## src/rtl/map_gen_ctrl_pkg.sv

```systemverilog
// Shared constants and types for the tile-map generator: map geometry,
// LFSR polynomial, spawn-cell coordinates and the controller state encoding.
package map_pkg;

    localparam int CELLS_X    = 32;
    localparam int CELLS_Y    = 24;
    localparam int MAP_ADDR_W = $clog2(CELLS_X * CELLS_Y);

    localparam logic [15:0] LFSR_TAPS = 16'hB400;

    typedef struct packed {
        logic [7:0] x;
        logic [7:0] y;
    } cell_xy_t;

    // Player spawn area, always left free so the level is enterable.
    localparam int N_SPAWN = 3;
    localparam cell_xy_t SPAWN_CELLS [N_SPAWN] = '{
        '{x: 8'd1, y: 8'd1},
        '{x: 8'd2, y: 8'd1},
        '{x: 8'd1, y: 8'd2}
    };

    typedef enum logic [1:0] {
        IDLE,
        WAIT_VB,
        FILL,
        DONE
    } map_gen_state_t;

    // One step of the right-shifting Galois LFSR.
    function automatic logic [15:0] lfsr_next(input logic [15:0] s);
        return (s >> 1) ^ (s[0] ? LFSR_TAPS : 16'h0000);
    endfunction

endpackage

```

## src/rtl/map_gen_ctrl_if.sv

```systemverilog
// Bundle between game logic / VGA timing / map RAM write port and the
// generator. The generator is the master of the RAM write strobe.
interface map_gen_ctrl_if;
    import map_pkg::*;

    logic                  start;
    logic                  seed_load;
    logic [15:0]           seed_in;
    logic                  vblnk;
    logic                  busy;
    logic                  done;
    logic                  wr_en;
    logic [MAP_ADDR_W-1:0] wr_addr;
    logic                  wr_data;

    modport master (
        input  start, seed_load, seed_in, vblnk,
        output busy, done, wr_en, wr_addr, wr_data
    );

    modport slave (
        output start, seed_load, seed_in, vblnk,
        input  busy, done, wr_en, wr_addr, wr_data
    );

endinterface

```

## src/rtl/map_gen_ctrl_lfsr16.sv

```systemverilog
// 16-bit Galois LFSR with synchronous load; load wins over advance.
module lfsr16
    import map_pkg::*;
#(
    parameter logic [15:0] SEED = 16'hACE1
) (
    input  logic        clk,
    input  logic        rst,
    input  logic        en,
    input  logic        load,
    input  logic [15:0] load_val,
    output logic [15:0] q
);

    logic [15:0] lfsr_q, lfsr_d;

    // NOTE: every variable assigned in always_comb gets a default first, so no latch is inferred.
    always_comb begin
        lfsr_d = lfsr_q;
        if (load)    lfsr_d = load_val;
        else if (en) lfsr_d = lfsr_next(lfsr_q);
    end

    // NOTE: state registers use non-blocking assignments so all flops update together.
    always_ff @(posedge clk or posedge rst) begin
        if (rst) lfsr_q <= SEED;
        else     lfsr_q <= lfsr_d;
    end

    assign q = lfsr_q;

endmodule

```

## src/rtl/map_gen_ctrl.sv

```systemverilog
// Fills the tile-occupancy map with a pseudo-random wall layout, one cell
// per clock, writing only during vertical blanking.
module map_gen_ctrl #(
    parameter int          CELLS_X     = map_pkg::CELLS_X,
    parameter int          CELLS_Y     = map_pkg::CELLS_Y,
    parameter logic [15:0] SEED        = 16'hACE1,
    parameter logic [8:0]  FILL_THRESH = 9'd64
) (
    input  logic           clk,
    input  logic           rst,
    map_gen_ctrl_if.master bus
);
    import map_pkg::*;

    localparam int XW = $clog2(CELLS_X);
    localparam int YW = $clog2(CELLS_Y);

    map_gen_state_t        state_q, state_d;
    logic [XW-1:0]         x_q, x_d;
    logic [YW-1:0]         y_q, y_d;
    logic                  busy_q, busy_d;
    logic                  done_q, done_d;
    logic                  wr_en_q, wr_en_d;
    logic [MAP_ADDR_W-1:0] wr_addr_q, wr_addr_d;
    logic                  wr_data_q, wr_data_d;

    logic [15:0]           lfsr_val;
    logic                  issue;
    logic                  last_cell;
    logic                  is_border;
    logic                  is_spawn;
    logic                  cell_wall;
    logic [MAP_ADDR_W-1:0] cell_addr;

    assign issue     = (state_q == FILL) && bus.vblnk;
    assign last_cell = (x_q == XW'(CELLS_X - 1)) && (y_q == YW'(CELLS_Y - 1));
    assign cell_addr = MAP_ADDR_W'(y_q) * MAP_ADDR_W'(CELLS_X) + MAP_ADDR_W'(x_q);

    // Advances once per issued cell, border and spawn cells included.
    lfsr16 #(.SEED(SEED)) u_lfsr (
        .clk      (clk),
        .rst      (rst),
        .en       (issue),
        .load     ((state_q == IDLE) && bus.seed_load),
        .load_val ((bus.seed_in == 16'd0) ? SEED : bus.seed_in),
        .q        (lfsr_val)
    );

    always_comb begin
        is_border = (x_q == '0) || (x_q == XW'(CELLS_X - 1)) ||
                    (y_q == '0) || (y_q == YW'(CELLS_Y - 1));
        is_spawn  = 1'b0;
        for (int i = 0; i < N_SPAWN; i++) begin
            if ((8'(x_q) == SPAWN_CELLS[i].x) && (8'(y_q) == SPAWN_CELLS[i].y))
                is_spawn = 1'b1;
        end
        cell_wall = is_border ? 1'b1 :
                    is_spawn  ? 1'b0 :
                    ({1'b0, lfsr_val[7:0]} < FILL_THRESH);
    end

    always_comb begin
        state_d   = state_q;
        x_d       = x_q;
        y_d       = y_q;
        done_d    = 1'b0;
        wr_en_d   = 1'b0;
        wr_addr_d = wr_addr_q;
        wr_data_d = wr_data_q;
        case (state_q)
            IDLE:    if (bus.start) state_d = WAIT_VB;
            WAIT_VB: if (bus.vblnk) state_d = FILL;
            FILL: begin
                if (bus.vblnk) begin
                    wr_en_d   = 1'b1;
                    wr_addr_d = cell_addr;
                    wr_data_d = cell_wall;
                    if (x_q == XW'(CELLS_X - 1)) begin
                        x_d = '0;
                        y_d = (y_q == YW'(CELLS_Y - 1)) ? '0 : y_q + YW'(1);
                    end else begin
                        x_d = x_q + XW'(1);
                    end
                    if (last_cell) state_d = DONE;
                end else begin
                    state_d = WAIT_VB;
                end
            end
            DONE: begin
                done_d  = 1'b1;
                state_d = IDLE;
            end
            default: state_d = IDLE;
        endcase
        // Busy covers DONE so it drops together with the done pulse.
        busy_d = (state_d != IDLE);
    end

    always_ff @(posedge clk or posedge rst) begin
        if (rst) begin
            state_q   <= IDLE;
            x_q       <= '0;
            y_q       <= '0;
            busy_q    <= 1'b0;
            done_q    <= 1'b0;
            wr_en_q   <= 1'b0;
            wr_addr_q <= '0;
            wr_data_q <= 1'b0;
        end else begin
            state_q   <= state_d;
            x_q       <= x_d;
            y_q       <= y_d;
            busy_q    <= busy_d;
            done_q    <= done_d;
            wr_en_q   <= wr_en_d;
            wr_addr_q <= wr_addr_d;
            wr_data_q <= wr_data_d;
        end
    end

    assign bus.busy    = busy_q;
    assign bus.done    = done_q;
    assign bus.wr_en   = wr_en_q;
    assign bus.wr_addr = wr_addr_q;
    assign bus.wr_data = wr_data_q;

endmodule

```

## src/flat_wrapper.sv

```systemverilog
// flat-port wrapper written by rule: the top's interface ports become plain ports
module map_gen_ctrl_flat import map_pkg::*;
#(
    parameter int          CELLS_X     = map_pkg::CELLS_X,
    parameter int          CELLS_Y     = map_pkg::CELLS_Y,
    parameter logic [15:0] SEED        = 16'hACE1,
    parameter logic [8:0]  FILL_THRESH = 9'd64
)
  (clk, rst, bus_start, bus_seed_load, bus_seed_in, bus_vblnk, bus_busy, bus_done, bus_wr_en, bus_wr_addr, bus_wr_data);
  map_gen_ctrl_if bus_i ();
  input  logic clk;
  input  logic rst;
  input wire logic [$bits(bus_i.start)-1:0] bus_start;
  input wire logic [$bits(bus_i.seed_load)-1:0] bus_seed_load;
  input wire logic [$bits(bus_i.seed_in)-1:0] bus_seed_in;
  input wire logic [$bits(bus_i.vblnk)-1:0] bus_vblnk;
  output wire logic [$bits(bus_i.busy)-1:0] bus_busy;
  output wire logic [$bits(bus_i.done)-1:0] bus_done;
  output wire logic [$bits(bus_i.wr_en)-1:0] bus_wr_en;
  output wire logic [$bits(bus_i.wr_addr)-1:0] bus_wr_addr;
  output wire logic [$bits(bus_i.wr_data)-1:0] bus_wr_data;
  assign bus_i.start = bus_start;
  assign bus_i.seed_load = bus_seed_load;
  assign bus_i.seed_in = bus_seed_in;
  assign bus_i.vblnk = bus_vblnk;
  assign bus_busy = bus_i.busy;
  assign bus_done = bus_i.done;
  assign bus_wr_en = bus_i.wr_en;
  assign bus_wr_addr = bus_i.wr_addr;
  assign bus_wr_data = bus_i.wr_data;
  map_gen_ctrl #(.CELLS_X(CELLS_X), .CELLS_Y(CELLS_Y), .SEED(SEED), .FILL_THRESH(FILL_THRESH)) u_core (.clk(clk), .rst(rst), .bus(bus_i));
endmodule
```

## config.mk

```make
export PLATFORM = sky130hd
export DESIGN_NAME = map_gen_ctrl_flat
export DESIGN_NICKNAME = d
export VERILOG_FILES = /design/src/rtl/map_gen_ctrl_pkg.sv /design/src/rtl/map_gen_ctrl_if.sv /design/src/rtl/map_gen_ctrl_lfsr16.sv /design/src/rtl/map_gen_ctrl.sv /design/src/flat_wrapper.sv
export SDC_FILE = /design/constraint.sdc
export NUM_CORES = 1
export LEC_CHECK = 0
export ABC_AREA = 1
export CAP_MARGIN = 20
export CORE_MARGIN = 2
export CORE_UTILIZATION = 30
export CTS_CLUSTER_SIZE = 20
export DETAILED_ROUTE_END_ITERATION = 10
export GPL_ROUTABILITY_DRIVEN = 0
export SYNTH_ARGS = -nofsm -noshare
export SYNTH_HDL_FRONTEND = slang
export SYNTH_SLANG_ARGS = --single-unit
```

## constraint.sdc

```tcl
create_clock -name clk -period 1.9 [get_ports clk]
set_input_delay 0.57 -clock clk [delete_from_list [all_inputs] [get_ports clk]]
set_output_delay 0.57 -clock clk [all_outputs]
set_load 0.03 [all_outputs]
```

==> results.txt <==
----------------------------------------------------
[Run status]
  Run status ... finished, final reports clean

[Logic synthesis]
  Main area contributors after synthesis ... sky130_fd_sc_hd__dfrtp_1, sky130_fd_sc_hd__nand2_1, sky130_fd_sc_hd__dfstp_2, sky130_fd_sc_hd__nor2_1, sky130_fd_sc_hd__o21ai_0
  Synth top cells by count ... sky130_fd_sc_hd__nand2_1, sky130_fd_sc_hd__nor2_1, sky130_fd_sc_hd__dfrtp_1, sky130_fd_sc_hd__o21ai_0, sky130_fd_sc_hd__inv_1
  Share of cell area taken by muxes after synthesis ... 0
  Fraction of the mapped netlist area in compound gates ... 0.104
  Post-Synthesis Cells ... 272
  Number of nets produced by synthesis ... 302
  Seq/Total Area, Yosys ... 0.488
  Yosys top cell area share ... 0.391
  Mean Syn Cell Area ... 7.99 sq um
  Area share of fa/ha/maj cells after synthesis ... 0.0518
  Simple-gate portion of the synthesized area ... 0.270
  Number of warnings issued by yosys ... 0
  Xor-xnor portion of the synthesized cell area ... 0.0201
  Share of synthesized flip-flops with an asynchronous set or reset ... 1.00
  Combinational family with the most area after synthesis ... simple AND/OR/NAND/NOR gates
  Number of distinct library cells after synthesis ... 26
  Top cell type by total area after synthesis ... sky130_fd_sc_hd__dfrtp_1
  Number of flops mapped to enable cells by yosys ... 0
  Post-synthesis cell area ... 0.00217 sq mm
  Register bit total from synthesis ... 42
  Most common cell in the synthesized netlist ... sky130_fd_sc_hd__nand2_1
  Commonest register cell after synthesis ... sky130_fd_sc_hd__dfrtp_1

[Timing]
  Max-slew violation count ... 0
  Total Neg Setup Slack ... 0 ns
  Relative slew slack ... 0.786
  Final setup margin ... 0.223 ns
  Crit path time final ... 1.68 ns
  Max Fclk ... 596 MHz
  Transition time of the tightest slew-check pin ... 0.320 ns
  Clock Skew ... 0.00753 ns
  Period utilisation layout ... 0.882
  Setup repair after global routing missed its margin ... no
  Final number of setup-violating endpoints ... 0
  Hold violation count in the final report ... 0

[Routing]
  Routed len/inst ... 11.1 um
  DR pass1 iterations ... 4
  Initial drt markers ... 107
  Mean number of vias per cell ... 4.38
  Routed wire length ... 4550 um
  Final routed DRC violation total ... 0
  Antenna Nets Post-Route ... 0
  Routed vias ... 1796

[Global routing]
  Total congestion overflow ... 0
  Maximum number of pins on one net before global-route repair ... 43
  Via count of the first global-routing pass ... 1751
  Initial antenna violation count ... 0
  First-pass GRT wire length ... 7620 um
  Gr usage total ... 0.125

[Finish]
  Final core occ ... 0.388
  Post-route design area ... 0.00277 sq mm
  Number of diodes added for antenna fixing ... 0
  Share of layout cells above drive strength 1 ... 0.0997
  Final std cells w/o fill ... 410
  # nets final ... 340
  Area overhead of the layout relative to synthesis ... 27.3%

[CTS]
  Total clock sinks ... 42
  Total CTS buffers ... 5
  Clock Root Buffer ... sky130_fd_sc_hd__clkbuf_8
  Deepest level of the CTS H-tree ... 2
  TritonCTS clock tree ... built
  Number of cells upsized or downsized after cts ... 6
  Deepest clock path buffer count ... 2
  Clock latency at the later pin of the worst-skew pair ... 0.29 ns
  Number of buffers inserted by hold repair at cts ... 0
  Buffers inserted during post-CTS setup optimization ... 0
  Clock-pin slew on the worst setup and hold paths ... 0.08 ns

[Die]
  IO Count ... 35
  Initial cell density of the core ... 0.305
  Height of the die ... 89.1 um
  Die boundary width ... 89.1 um
  Die Footprint ... 0.00795 sq mm
  Core region area ... 0.00714 sq mm
  Rows ... 31

[Setup path]
  Kind of end point of the critical path ... flip-flop
  WP data required ... 2.08 ns
  Biggest fanout along the worst timing path ... 9
  Kind of start point of the critical path ... flip-flop
  Critical path arrival ... 1.85 ns
  Type of the setup path with the least slack ... flip-flop to flip-flop
  Cells on worst reg2reg path ... 8

[Min path]
  Tightest Hold Check Type ... flip-flop to flip-flop
  Cells on Worst Hold Path ... 2

[Placed design]
  Setup slack at placement ... 0.0455 ns
  Number of port buffers ... 34
  Placed Instance Area ... 0.00267 sq mm
  Total instance count after detailed placement ... 402
  Estimated wirelength of the detail-placed design ... 3390 um

[Pwr]
  Power density over the cells ... 1510 mW/mm^2
  Peak supply drop ... 0.419 mV
  P_leak ... 1.38 nW

[Flow run]
  Number of maximum-capacitance violations ... 0

----------------------------------------------------
## final cells by class
| type | count | area, sq um |
|---|---|---|
| fillers | 751 | 4370 |
| flip-flops and latches | 42 | 1060 |
| multi-input cells | 198 | 971 |
| repair buffers | 40 | 435 |
| well taps | 99 | 124 |
| clock buffers | 7 | 86.3 |
| inverters | 23 | 86.3 |
| clock inverters | 1 | 5.00 |
## where the power goes
group | internal, mW | switching [mW]
logic | 0.736 | 1.16
clock network | 0.294 | 0.311
registers | 1.38 | 0.298
total | 2.41 | 1.76
## final timing paths
kind | to | start | slack, ns
worst max register to register | u_core.y_q[2] | u_core.x_q[0] | 0.22
worst max-delay path | u_core.y_q[2] | u_core.x_q[0] | 0.22
min in group asynchronous | u_core.u_lfsr.q[8] | rst | 0.63
max in group asynchronous | u_core.u_lfsr.q[10] | rst | 1.01
worst min register to register | u_core.u_lfsr.q[10] | u_core.u_lfsr.q[10] | 0.47
worst min-delay path | u_core.u_lfsr.q[10] | u_core.u_lfsr.q[10] | 0.47
## state kept, by name, indices dropped and copies added (netlist names)
name,flops
u_core.bus.done,1
u_core.u_lfsr.q,16
u_core.state_q,2
u_core.bus.wr_en,1
u_core.bus.wr_addr,10
u_core.bus.busy,1
u_core.bus.wr_data,1
u_core.y_q,5
u_core.x_q,5
## logic make-up (layout without fill, tap and decap cells)
kind of cell,Yosys count,in the layout
AND/OR/NAND/NOR,142,142
AO/OA/AOI/OAI,42,42
flip-flops,42,42
buffers and inverters,32,71
adder cells (fa/ha/maj),9,9
XOR/XNOR,5,5
## cells in the final DEF (no fill, tap or decap), types with 2 or more instances in the layout
| master | n |
|---|---|
| sky130_fd_sc_hd__inv_1 | 19 |
| sky130_fd_sc_hd__o21ai_1 | 4 |
| sky130_fd_sc_hd__nand3_1 | 10 |
| sky130_fd_sc_hd__dfstp_2 | 8 |
| sky130_fd_sc_hd__clkdlybuf4s50_1 | 20 |
| sky130_fd_sc_hd__buf_4 | 3 |
| sky130_fd_sc_hd__xor2_1 | 2 |
| sky130_fd_sc_hd__dlygate4sd2_1 | 6 |
| sky130_fd_sc_hd__o21ai_0 | 26 |
| sky130_fd_sc_hd__clkbuf_8 | 6 |
| sky130_fd_sc_hd__inv_2 | 4 |
| sky130_fd_sc_hd__a22oi_2 | 2 |
| sky130_fd_sc_hd__xnor2_1 | 3 |
| sky130_fd_sc_hd__nand4_1 | 6 |
| sky130_fd_sc_hd__dfrtp_1 | 34 |
| sky130_fd_sc_hd__nor2_1 | 44 |
| sky130_fd_sc_hd__buf_12 | 3 |
| sky130_fd_sc_hd__ha_1 | 9 |
| sky130_fd_sc_hd__dlymetal6s2s_1 | 8 |
| sky130_fd_sc_hd__a21oi_1 | 9 |
| sky130_fd_sc_hd__nand2_1 | 77 |
## metrics by stage
step	total power, mW	hold WS (ns)
final	4.17	0.475
after global routing	4.54	0.498
after CTS	4.24	0.468
after detailed placement	3.66	0.454
after global placement	3.62	0.458
after floorplan	3.02	0.444
## routing by layer
layer,up-vias,track usage,share of wire
met2,23,0.210,0.49
met1,828,0.158,0.47
met4,0,0.0421,0.016
li1,939,-,-
met3,6,0.0286,0.027
met5,-,0,0
## worst max-delay path, cell delays in order (launching register included)
cell and delay [ns]:
sky130_fd_sc_hd__dfrtp_1 0.44, sky130_fd_sc_hd__ha_1 0.21, sky130_fd_sc_hd__nand2_1 0.07, sky130_fd_sc_hd__nor2_1 0.14, sky130_fd_sc_hd__ha_1 0.22, sky130_fd_sc_hd__nand4_1 0.13
sky130_fd_sc_hd__inv_2 0.14, sky130_fd_sc_hd__nand2_1 0.07, sky130_fd_sc_hd__xor2_1 0.14
(Power assumes the default switching activity.)
